[src/rtl/ctrl_pkg.sv]
// Shared definitions for the control pipeline: control-word layout,
// forwarding-select encodings and the destination-select helper.
package ctrl_pkg;

  localparam int CTRL_W     = 8;
  localparam int REG_ADDR_W = 5;

  localparam int CTRL_REG_WRITE = 7;
  localparam int CTRL_ALU_OP_HI = 6;
  localparam int CTRL_ALU_OP_LO = 4;
  localparam int CTRL_MEM_WRITE = 3;
  localparam int CTRL_REG_DST   = 2;
  localparam int CTRL_BRANCH    = 1;
  localparam int CTRL_MEM_READ  = 0;

  typedef enum logic [1:0] {
    FWD_REG   = 2'b00,
    FWD_MEMWB = 2'b01,
    FWD_EXMEM = 2'b10
  } fwd_sel_e;

  localparam logic [CTRL_W-1:0] CTRL_BUBBLE = '0;

  // R-type writes rd, loads and immediates write rt.
  function automatic logic [REG_ADDR_W-1:0] dest_sel(
    input logic [CTRL_W-1:0]     ctrl,
    input logic [REG_ADDR_W-1:0] rt,
    input logic [REG_ADDR_W-1:0] rd
  );
    return ctrl[CTRL_REG_DST] ? rd : rt;
  endfunction

endpackage

[src/rtl/ctrl_pipeline_if.sv]
// Decode-to-pipeline control interface: the decoder drives the instruction
// fields, the pipeline answers with the load-use stall request.
interface ctrl_pipeline_if;
  import ctrl_pkg::*;

  logic                  id_valid;
  logic [CTRL_W-1:0]     id_ctrl;
  logic [REG_ADDR_W-1:0] id_rs;
  logic [REG_ADDR_W-1:0] id_rt;
  logic [REG_ADDR_W-1:0] id_rd;
  logic                  stall_if_id;

  modport master (
    output id_valid, id_ctrl, id_rs, id_rt, id_rd,
    input  stall_if_id
  );

  modport slave (
    input  id_valid, id_ctrl, id_rs, id_rt, id_rd,
    output stall_if_id
  );

endinterface

[src/rtl/ctrl_pipeline_fwd_hazard_unit.sv]
// Combinational load-use stall detection and EX-stage operand forwarding
// selects. Register 0 never participates in either.
module fwd_hazard_unit
  import ctrl_pkg::*;
(
  input  logic                  id_valid,
  input  logic [REG_ADDR_W-1:0] id_rs,
  input  logic [REG_ADDR_W-1:0] id_rt,
  input  logic                  ex_mem_read,
  input  logic [REG_ADDR_W-1:0] ex_dest,
  input  logic [REG_ADDR_W-1:0] ex_rs,
  input  logic [REG_ADDR_W-1:0] ex_rt,
  input  logic                  mem_reg_write,
  input  logic [REG_ADDR_W-1:0] mem_dest,
  input  logic                  wb_reg_write,
  input  logic [REG_ADDR_W-1:0] wb_dest,
  output logic                  stall_if_id,
  output fwd_sel_e              fwd_a,
  output fwd_sel_e              fwd_b
);

  // The younger producer (EX/MEM) wins when both later stages match.
  function automatic fwd_sel_e fwd_select(input logic [REG_ADDR_W-1:0] src);
    if (mem_reg_write && (mem_dest != '0) && (mem_dest == src))
      return FWD_EXMEM;
    else if (wb_reg_write && (wb_dest != '0) && (wb_dest == src))
      return FWD_MEMWB;
    else
      return FWD_REG;
  endfunction

  always_comb begin
    stall_if_id = 1'b0;
    fwd_a       = FWD_REG;
    fwd_b       = FWD_REG;

    stall_if_id = ex_mem_read && (ex_dest != '0) && id_valid &&
                  ((ex_dest == id_rs) || (ex_dest == id_rt));
    fwd_a       = fwd_select(ex_rs);
    fwd_b       = fwd_select(ex_rt);
  end

endmodule

[src/rtl/ctrl_pipeline.sv]
// ID/EX, EX/MEM and MEM/WB control registers. Only ID/EX can take a bubble;
// the later stages always advance.
module ctrl_pipeline
  import ctrl_pkg::*;
(
  input  logic                  clk,
  input  logic                  rst,
  ctrl_pipeline_if.slave        dec,
  input  logic                  flush,
  output logic [CTRL_W-1:0]     ex_ctrl,
  output logic [REG_ADDR_W-1:0] ex_rs,
  output logic [REG_ADDR_W-1:0] ex_rt,
  output logic                  ex_alu_src,
  output logic [1:0]            fwd_a,
  output logic [1:0]            fwd_b,
  output logic [CTRL_W-1:0]     mem_ctrl,
  output logic [REG_ADDR_W-1:0] mem_dest,
  output logic                  wb_reg_write,
  output logic                  wb_mem_to_reg,
  output logic [REG_ADDR_W-1:0] wb_dest
);

  logic [REG_ADDR_W-1:0] ex_dest;
  logic                  stall;
  logic                  insert_bubble;
  fwd_sel_e              fwd_a_sel;
  fwd_sel_e              fwd_b_sel;

  assign insert_bubble = !dec.id_valid || flush || stall;

  always_ff @(posedge clk) begin
    if (rst) begin
      ex_ctrl       <= CTRL_BUBBLE;
      ex_rs         <= '0;
      ex_rt         <= '0;
      ex_dest       <= '0;
      mem_ctrl      <= CTRL_BUBBLE;
      mem_dest      <= '0;
      wb_reg_write  <= 1'b0;
      wb_mem_to_reg <= 1'b0;
      wb_dest       <= '0;
    end else begin
      mem_ctrl      <= ex_ctrl;
      mem_dest      <= ex_dest;
      wb_reg_write  <= mem_ctrl[CTRL_REG_WRITE];
      wb_mem_to_reg <= mem_ctrl[CTRL_MEM_READ];
      wb_dest       <= mem_dest;
      if (insert_bubble) begin
        ex_ctrl <= CTRL_BUBBLE;
        ex_rs   <= '0;
        ex_rt   <= '0;
        ex_dest <= '0;
      end else begin
        ex_ctrl <= dec.id_ctrl;
        ex_rs   <= dec.id_rs;
        ex_rt   <= dec.id_rt;
        ex_dest <= dest_sel(dec.id_ctrl, dec.id_rt, dec.id_rd);
      end
    end
  end

  assign ex_alu_src      = ex_ctrl[CTRL_MEM_READ] | ex_ctrl[CTRL_MEM_WRITE];
  assign dec.stall_if_id = stall;
  assign fwd_a           = fwd_a_sel;
  assign fwd_b           = fwd_b_sel;

  fwd_hazard_unit u_fwd_hazard (
    .id_valid      (dec.id_valid),
    .id_rs         (dec.id_rs),
    .id_rt         (dec.id_rt),
    .ex_mem_read   (ex_ctrl[CTRL_MEM_READ]),
    .ex_dest       (ex_dest),
    .ex_rs         (ex_rs),
    .ex_rt         (ex_rt),
    .mem_reg_write (mem_ctrl[CTRL_REG_WRITE]),
    .mem_dest      (mem_dest),
    .wb_reg_write  (wb_reg_write),
    .wb_dest       (wb_dest),
    .stall_if_id   (stall),
    .fwd_a         (fwd_a_sel),
    .fwd_b         (fwd_b_sel)
  );

endmodule

[src/flat_wrapper.sv]
// flat-port wrapper written by rule: the top's interface ports become plain ports
module ctrl_pipeline_flat import ctrl_pkg::*;
  (clk, rst, flush, ex_ctrl, ex_rs, ex_rt, ex_alu_src, fwd_a, fwd_b, mem_ctrl, mem_dest, wb_reg_write, wb_mem_to_reg, wb_dest, dec_id_valid, dec_id_ctrl, dec_id_rs, dec_id_rt, dec_id_rd, dec_stall_if_id);
  ctrl_pipeline_if dec_i ();
  input  logic clk;
  input  logic rst;
  input  logic flush;
  output logic [CTRL_W-1:0] ex_ctrl;
  output logic [REG_ADDR_W-1:0] ex_rs;
  output logic [REG_ADDR_W-1:0] ex_rt;
  output logic ex_alu_src;
  output logic [1:0] fwd_a;
  output logic [1:0] fwd_b;
  output logic [CTRL_W-1:0] mem_ctrl;
  output logic [REG_ADDR_W-1:0] mem_dest;
  output logic wb_reg_write;
  output logic wb_mem_to_reg;
  output logic [REG_ADDR_W-1:0] wb_dest;
  input wire logic [$bits(dec_i.id_valid)-1:0] dec_id_valid;
  input wire logic [$bits(dec_i.id_ctrl)-1:0] dec_id_ctrl;
  input wire logic [$bits(dec_i.id_rs)-1:0] dec_id_rs;
  input wire logic [$bits(dec_i.id_rt)-1:0] dec_id_rt;
  input wire logic [$bits(dec_i.id_rd)-1:0] dec_id_rd;
  output wire logic [$bits(dec_i.stall_if_id)-1:0] dec_stall_if_id;
  assign dec_i.id_valid = dec_id_valid;
  assign dec_i.id_ctrl = dec_id_ctrl;
  assign dec_i.id_rs = dec_id_rs;
  assign dec_i.id_rt = dec_id_rt;
  assign dec_i.id_rd = dec_id_rd;
  assign dec_stall_if_id = dec_i.stall_if_id;
  ctrl_pipeline u_core (.clk(clk), .rst(rst), .dec(dec_i), .flush(flush), .ex_ctrl(ex_ctrl), .ex_rs(ex_rs), .ex_rt(ex_rt), .ex_alu_src(ex_alu_src), .fwd_a(fwd_a), .fwd_b(fwd_b), .mem_ctrl(mem_ctrl), .mem_dest(mem_dest), .wb_reg_write(wb_reg_write), .wb_mem_to_reg(wb_mem_to_reg), .wb_dest(wb_dest));
endmodule
[config.mk]
export PLATFORM = sky130hd
export DESIGN_NAME = ctrl_pipeline_flat
export DESIGN_NICKNAME = d
export VERILOG_FILES = /design/src/rtl/ctrl_pkg.sv /design/src/rtl/ctrl_pipeline_if.sv /design/src/rtl/ctrl_pipeline_fwd_hazard_unit.sv /design/src/rtl/ctrl_pipeline.sv /design/src/flat_wrapper.sv
export SDC_FILE = /design/constraint.sdc
export NUM_CORES = 1
export LEC_CHECK = 0
export ABC_AREA = 1
export CORE_MARGIN = 2
export CORE_UTILIZATION = 45
export CTS_CLUSTER_DIAMETER = 150
export DETAILED_ROUTE_END_ITERATION = 8
export GPL_TIMING_DRIVEN = 0
export PLACE_DENSITY = 0.84
export SLEW_MARGIN = 30
export SYNTH_ARGS = -nofsm -noshare
export SYNTH_HDL_FRONTEND = slang
export SYNTH_SLANG_ARGS = --single-unit
export TNS_END_PERCENT = 10
[constraint.sdc]
create_clock -name clk -period 2.3 [get_ports clk]
set_input_delay 0.23 -clock clk [delete_from_list [all_inputs] [get_ports clk]]
set_output_delay 0.23 -clock clk [all_outputs]
set_load 0.01 [all_outputs]
== Yosys cells after proc, flatten, opt, wreduce, memory -nomap -nowiden ==
Cells that the tools add are included.
Storage, ports and cells
  register bits after elaboration: 43
  output and inout bits: 44
  logic and storage cells: 38
Cells by class
  eq/ne operators: 6
  mux-type cells: 5
  bitwise logic cells: 1
  reduce and logical (&&, ||, !) cells: 17
Operators with widths (number)
  5-bit equality test: 6
  5-bit nonzero test: 3
  1-bit logical AND: 9
  5-bit two-way mux: 1
  2-bit two-way mux: 2
  1-bit logical OR: 3
  1-bit two-way mux: 2
  2-bit OR reduction: 1
  1-bit logical NOT: 1
  1-bit OR: 1

== Depth between registers and ports, before layout ==
  depth after elaboration: 6
  depth in mapped cells: 10

== By module ==
From an unflattened synthesis, not the netlist that was laid out.
Unflattened totals
  cells, all modules: 274
  area, all modules: 1854.3 um2
Modules (own cells, without submodules)
  ctrl_pipeline: instances 1, cells each 154, area each 1303.8 um2, sequential area each 860.8 um2
  fwd_hazard_unit: instances 1, cells each 120, area each 550.5 um2, sequential area each 0.0 um2

== Worst setup path before layout ==
No wires, ideal clock.
  path type: reg-to-output
  start: reg u_core.mem_dest[1]
  end: out fwd_a[0]
  arrival: 1.173 ns
  slack: 0.897 ns
  cell stages (with the launch flop): 6
  cell sequence: dfxtp_1 inv_1 nand3_1 o21ai_0 nor3_1 nor2_1
Between the ends
  cells in the longest elaborated chain, start to end: 4
RTL lines
  from (decl): RTL line ctrl_pipeline.sv:17  | output logic [REG_ADDR_W-1:0] mem_dest,
  from (signal assigned): RTL line ctrl_pipeline.sv:44  | mem_dest <= ex_dest;
  5-bit nonzero test: RTL line ctrl_pipeline_fwd_hazard_unit.sv:24  | if (mem_reg_write && (mem_dest != '0) && (mem_dest == src))
  1-bit logical AND: RTL line ctrl_pipeline_fwd_hazard_unit.sv:24
  1-bit logical AND *: RTL line ctrl_pipeline_fwd_hazard_unit.sv:24
  2-bit two-way mux *: RTL line ctrl_pipeline_fwd_hazard_unit.sv:24
  to (decl): RTL line flat_wrapper.sv:12  | output logic [1:0] fwd_a;
Every way passes the cells marked *; elsewhere a longest branch is shown, timed or not.

== Worst setup path after layout ==
  start: reg u_core.mem_dest[1]
  end: out fwd_a[1]
The elaborated chain is that of the path after synthesis.

==> impl_metrics.env <==
export IMPL_ir_drop_mv=0.3306
export IMPL_grt_usage_pct=19.29
export IMPL_worstReg2RegEnd="u_core.ex_rs[2]"
export IMPL_hold_ws_ns=0.4206
export IMPL_post_route_period_util_pct=93.89
export IMPL_worst_slew_pin_slew_ns=0.4931
export IMPL_vias=1555
export IMPL_postCtsHoldBufs=0
export IMPL_die_h_um=65.56
export IMPL_post_cts_resized=0
export IMPL_synth_xor_area_share_pct=11.30
export IMPL_cts_path_max_buffers=2
export IMPL_reg2reg_setup_slack_ns=0.95
export IMPL_mostFrequentLayoutCell="clkdlybuf4s50_1"
export IMPL_row_count=22
export IMPL_drive_gt1_share_pct=5.333
export IMPL_cts_root_buf="clkbuf_8"
export IMPL_die_w_um=65.56
export IMPL_seq_area_frac_synth_pct=50.48
export IMPL_fin_setup_tns_ns=0
export IMPL_cp_start_kind="flip-flop"
export IMPL_max_stage_delay_ns=0.61
export IMPL_required_ns=2.07
export IMPL_drt_initial_drc_count=43
export IMPL_dp_hpwl_um=3049
export IMPL_end_kind="output pin"
export IMPL_cts_buffers=5
export IMPL_grt_max_degree=16
export IMPL_gp_congestion=0.8691
export IMPL_grt_pass1_vias=1489
export IMPL_holdCritPathClass="reg -> reg"
export IMPL_crit_arrival_ns=1.93
export IMPL_post_cts_setup_buffers=0
export IMPL_grt_overflow_total=0
export IMPL_synthMuxAreaShare_pct=0
export IMPL_globalRouteMet3Util_pct=3.596
export IMPL_post_route_drc_count=0
export IMPL_rsz0062_at_grt="false"
export IMPL_clk_pin_slew_worst_paths_ns=0.08
export IMPL_dieArea_um2=4298
export IMPL_wire_per_inst_um=10.98
export IMPL_syn_nets=249
export IMPL_core_area_um2=3661
export IMPL_synth_top_family_by_area="simple AND/OR/NAND/NOR gates"
export IMPL_synth_cell_types=17
export IMPL_skew_ns=0.003247
export IMPL_min_to="u_core.mem_ctrl[4]"
export IMPL_holdPathStages=2
export IMPL_hold_violations=0
export IMPL_cts_sinks=43
export IMPL_ios=71
export IMPL_use_met2_pct=33.67
export IMPL_largestRegisters="u_core.ex_ctrl: 8 flops, u_core.mem_ctrl: 8 flops"
export IMPL_crit_fanout=4
export IMPL_slew_violations=0
export IMPL_outcome="complete, no violations"
export IMPL_dr_pass1_iters=4
export IMPL_synth_cells=222
export IMPL_synthesis_area_um2=1705
export IMPL_ys_ff_latch=43
export IMPL_initial_utilization_pct=46.58
export IMPL_grt_busiest_layer="met2"
export IMPL_yosys_warnings=0
export IMPL_critical_path_class="reg -> out"
export IMPL_cts_tree="built"
export IMPL_ff2ff_path_depth=10
export IMPL_antenna_found_initial=0
export IMPL_grt_pass1_wl_um=6348
export IMPL_fin_crit_ns=2.159
export IMPL_cpLargestDelayFamily="buffers and inverters"
export IMPL_placed_cells=340
export IMPL_wl_um=3822
export IMPL_nets=326
export IMPL_synth_compound_area_share_pct=2.054
export IMPL_cp_num_buf_inv=2
export IMPL_cellPowerDensity_nw_per_um2=554.5
export IMPL_areaGrowthSynthToFinish_pct=50.04
export IMPL_ant_nets=0
export IMPL_reg2reg_from="u_core.ex_dest[1]"
export IMPL_synth_fa_ha_area_share_pct=0
export IMPL_layout_common_cells="clkdlybuf4s50_1 (70), nor2_1 (58), dfxtp_1 (43)"
export IMPL_stdcell_count=348
export IMPL_path_cells="inv_1, nand3_1, o21ai_0, nor3_1, clkdlybuf4s50_1"
export IMPL_fillers=294
export IMPL_cap_violations=0
export IMPL_worst_path_max_delay_cell="clkdlybuf4s50_1"
export IMPL_avgSynthCellArea_um2=7.682
export IMPL_min_delay_start="u_core.ex_ctrl[4]"
export IMPL_cellLeakagePower_nw=1.158
export IMPL_clock_latency_ns=0.29
export IMPL_synth_simple_area_share_pct=24.06
export IMPL_setup_viol=0
export IMPL_cts_max_level=2
export IMPL_grt_util_met1_pct=21.97
export IMPL_slew_headroom_pct=67.13
export IMPL_io_buffer_count=70
export IMPL_max_freq_ghz=0.4631
export IMPL_antenna_cells=0
export IMPL_post_drt_via_cell_ratio=4.468
[worst reg2reg max path, cell delays in order (launching register included)]
cell	delay, ns
dfxtp_1	0.37
inv_1	0.10
nand2_1	0.07
nand2_1	0.05
nor2_1	0.10
nand3_1	0.07
nand2_1	0.10
nand2_2	0.06
nand2_2	0.12
buf_6	0.16
nor2_1	0.05
[final cells by class]
class | count | area, um^2 | share of cell area, %
clock inverter | 3 | 23.77 | 0.9291
clock buffer | 5 | 68.82 | 2.689
buffer | 7 | 48.80 | 1.907
tap | 48 | 60.06 | 2.347
sequential | 43 | 860.8 | 33.64
multi-input combinational | 130 | 638.1 | 24.94
inverter | 42 | 157.7 | 6.161
timing repair buffer | 70 | 700.7 | 27.38
[kinds of logic (layout without fill, tap and decap cells)]
| group | Yosys count | count (layout) |
|---|---|---|
| compound gates | 7 | 7 |
| xor+xnor | 22 | 22 |
| buf+inv | 49 | 127 |
| flops | 43 | 43 |
| simple gates | 101 | 101 |
[power breakdown]
group | switching (W) | internal [W]
clock | 0.000263 | 0.000217
sequential | 0.0000144 | 0.000760
combinational | 0.0000702 | 0.0000948
[stage by stage]
stage	total power [W]	utilization (%)	area (um^2)	setup slack, ns
detailed placement	0.0009566	67.36	2466	0.2721
CTS	0.001429	69.89	2559	0.1498
floorplan	0.0008632	-	1705	0.8965
global route	0.001488	69.89	2559	0.05400
finish	0.001419	69.89	2559	0.1406
global placement	0.0009519	67.36	2466	0.2706
[Yosys cell counts (all sizes together)]
| master | n | area [um^2] |
|---|---|---|
| inv | 42 | 157.6 |
| xor2 | 8 | 70.07 |
| nand2 | 28 | 110.1 |
| dfxtp | 43 | 860.8 |
| nor3 | 5 | 25.02 |
| xnor2 | 14 | 122.6 |
| o21ai | 2 | 10.01 |
| nand4 | 4 | 25.02 |
| a21oi | 5 | 25.02 |
| nor3b | 1 | 7.510 |
| nand3 | 5 | 25.02 |
| nor2 | 58 | 217.7 |
| clkbuf | 3 | 11.26 |
| buf | 4 | 37.53 |
[how the worst max path moves through the flow]
stage / from / endpoint / slack (ns) / depth (start not counted)
floorplan: u_core.mem_dest[1] / fwd_a[0] / 0.90 / 5
global placement: dec_id_rt[4] / dec_stall_if_id / 0.27 / 10
detailed placement: dec_id_rt[4] / dec_stall_if_id / 0.27 / 10
CTS: u_core.mem_dest[1] / fwd_a[1] / 0.15 / 5
global route: u_core.mem_dest[0] / fwd_a[1] / 0.05 / 5
finish: u_core.mem_dest[1] / fwd_a[1] / 0.14 / 5
[layer usage]
layer / share of wire [%] / vias to the layer above
li1: - / 803
met1: 42 / 686
met2: 51 / 52
met3: 3.9 / 14
met4: 3.2 / 0
met5: 0 / -
Power figures use the tool's default switching activity.
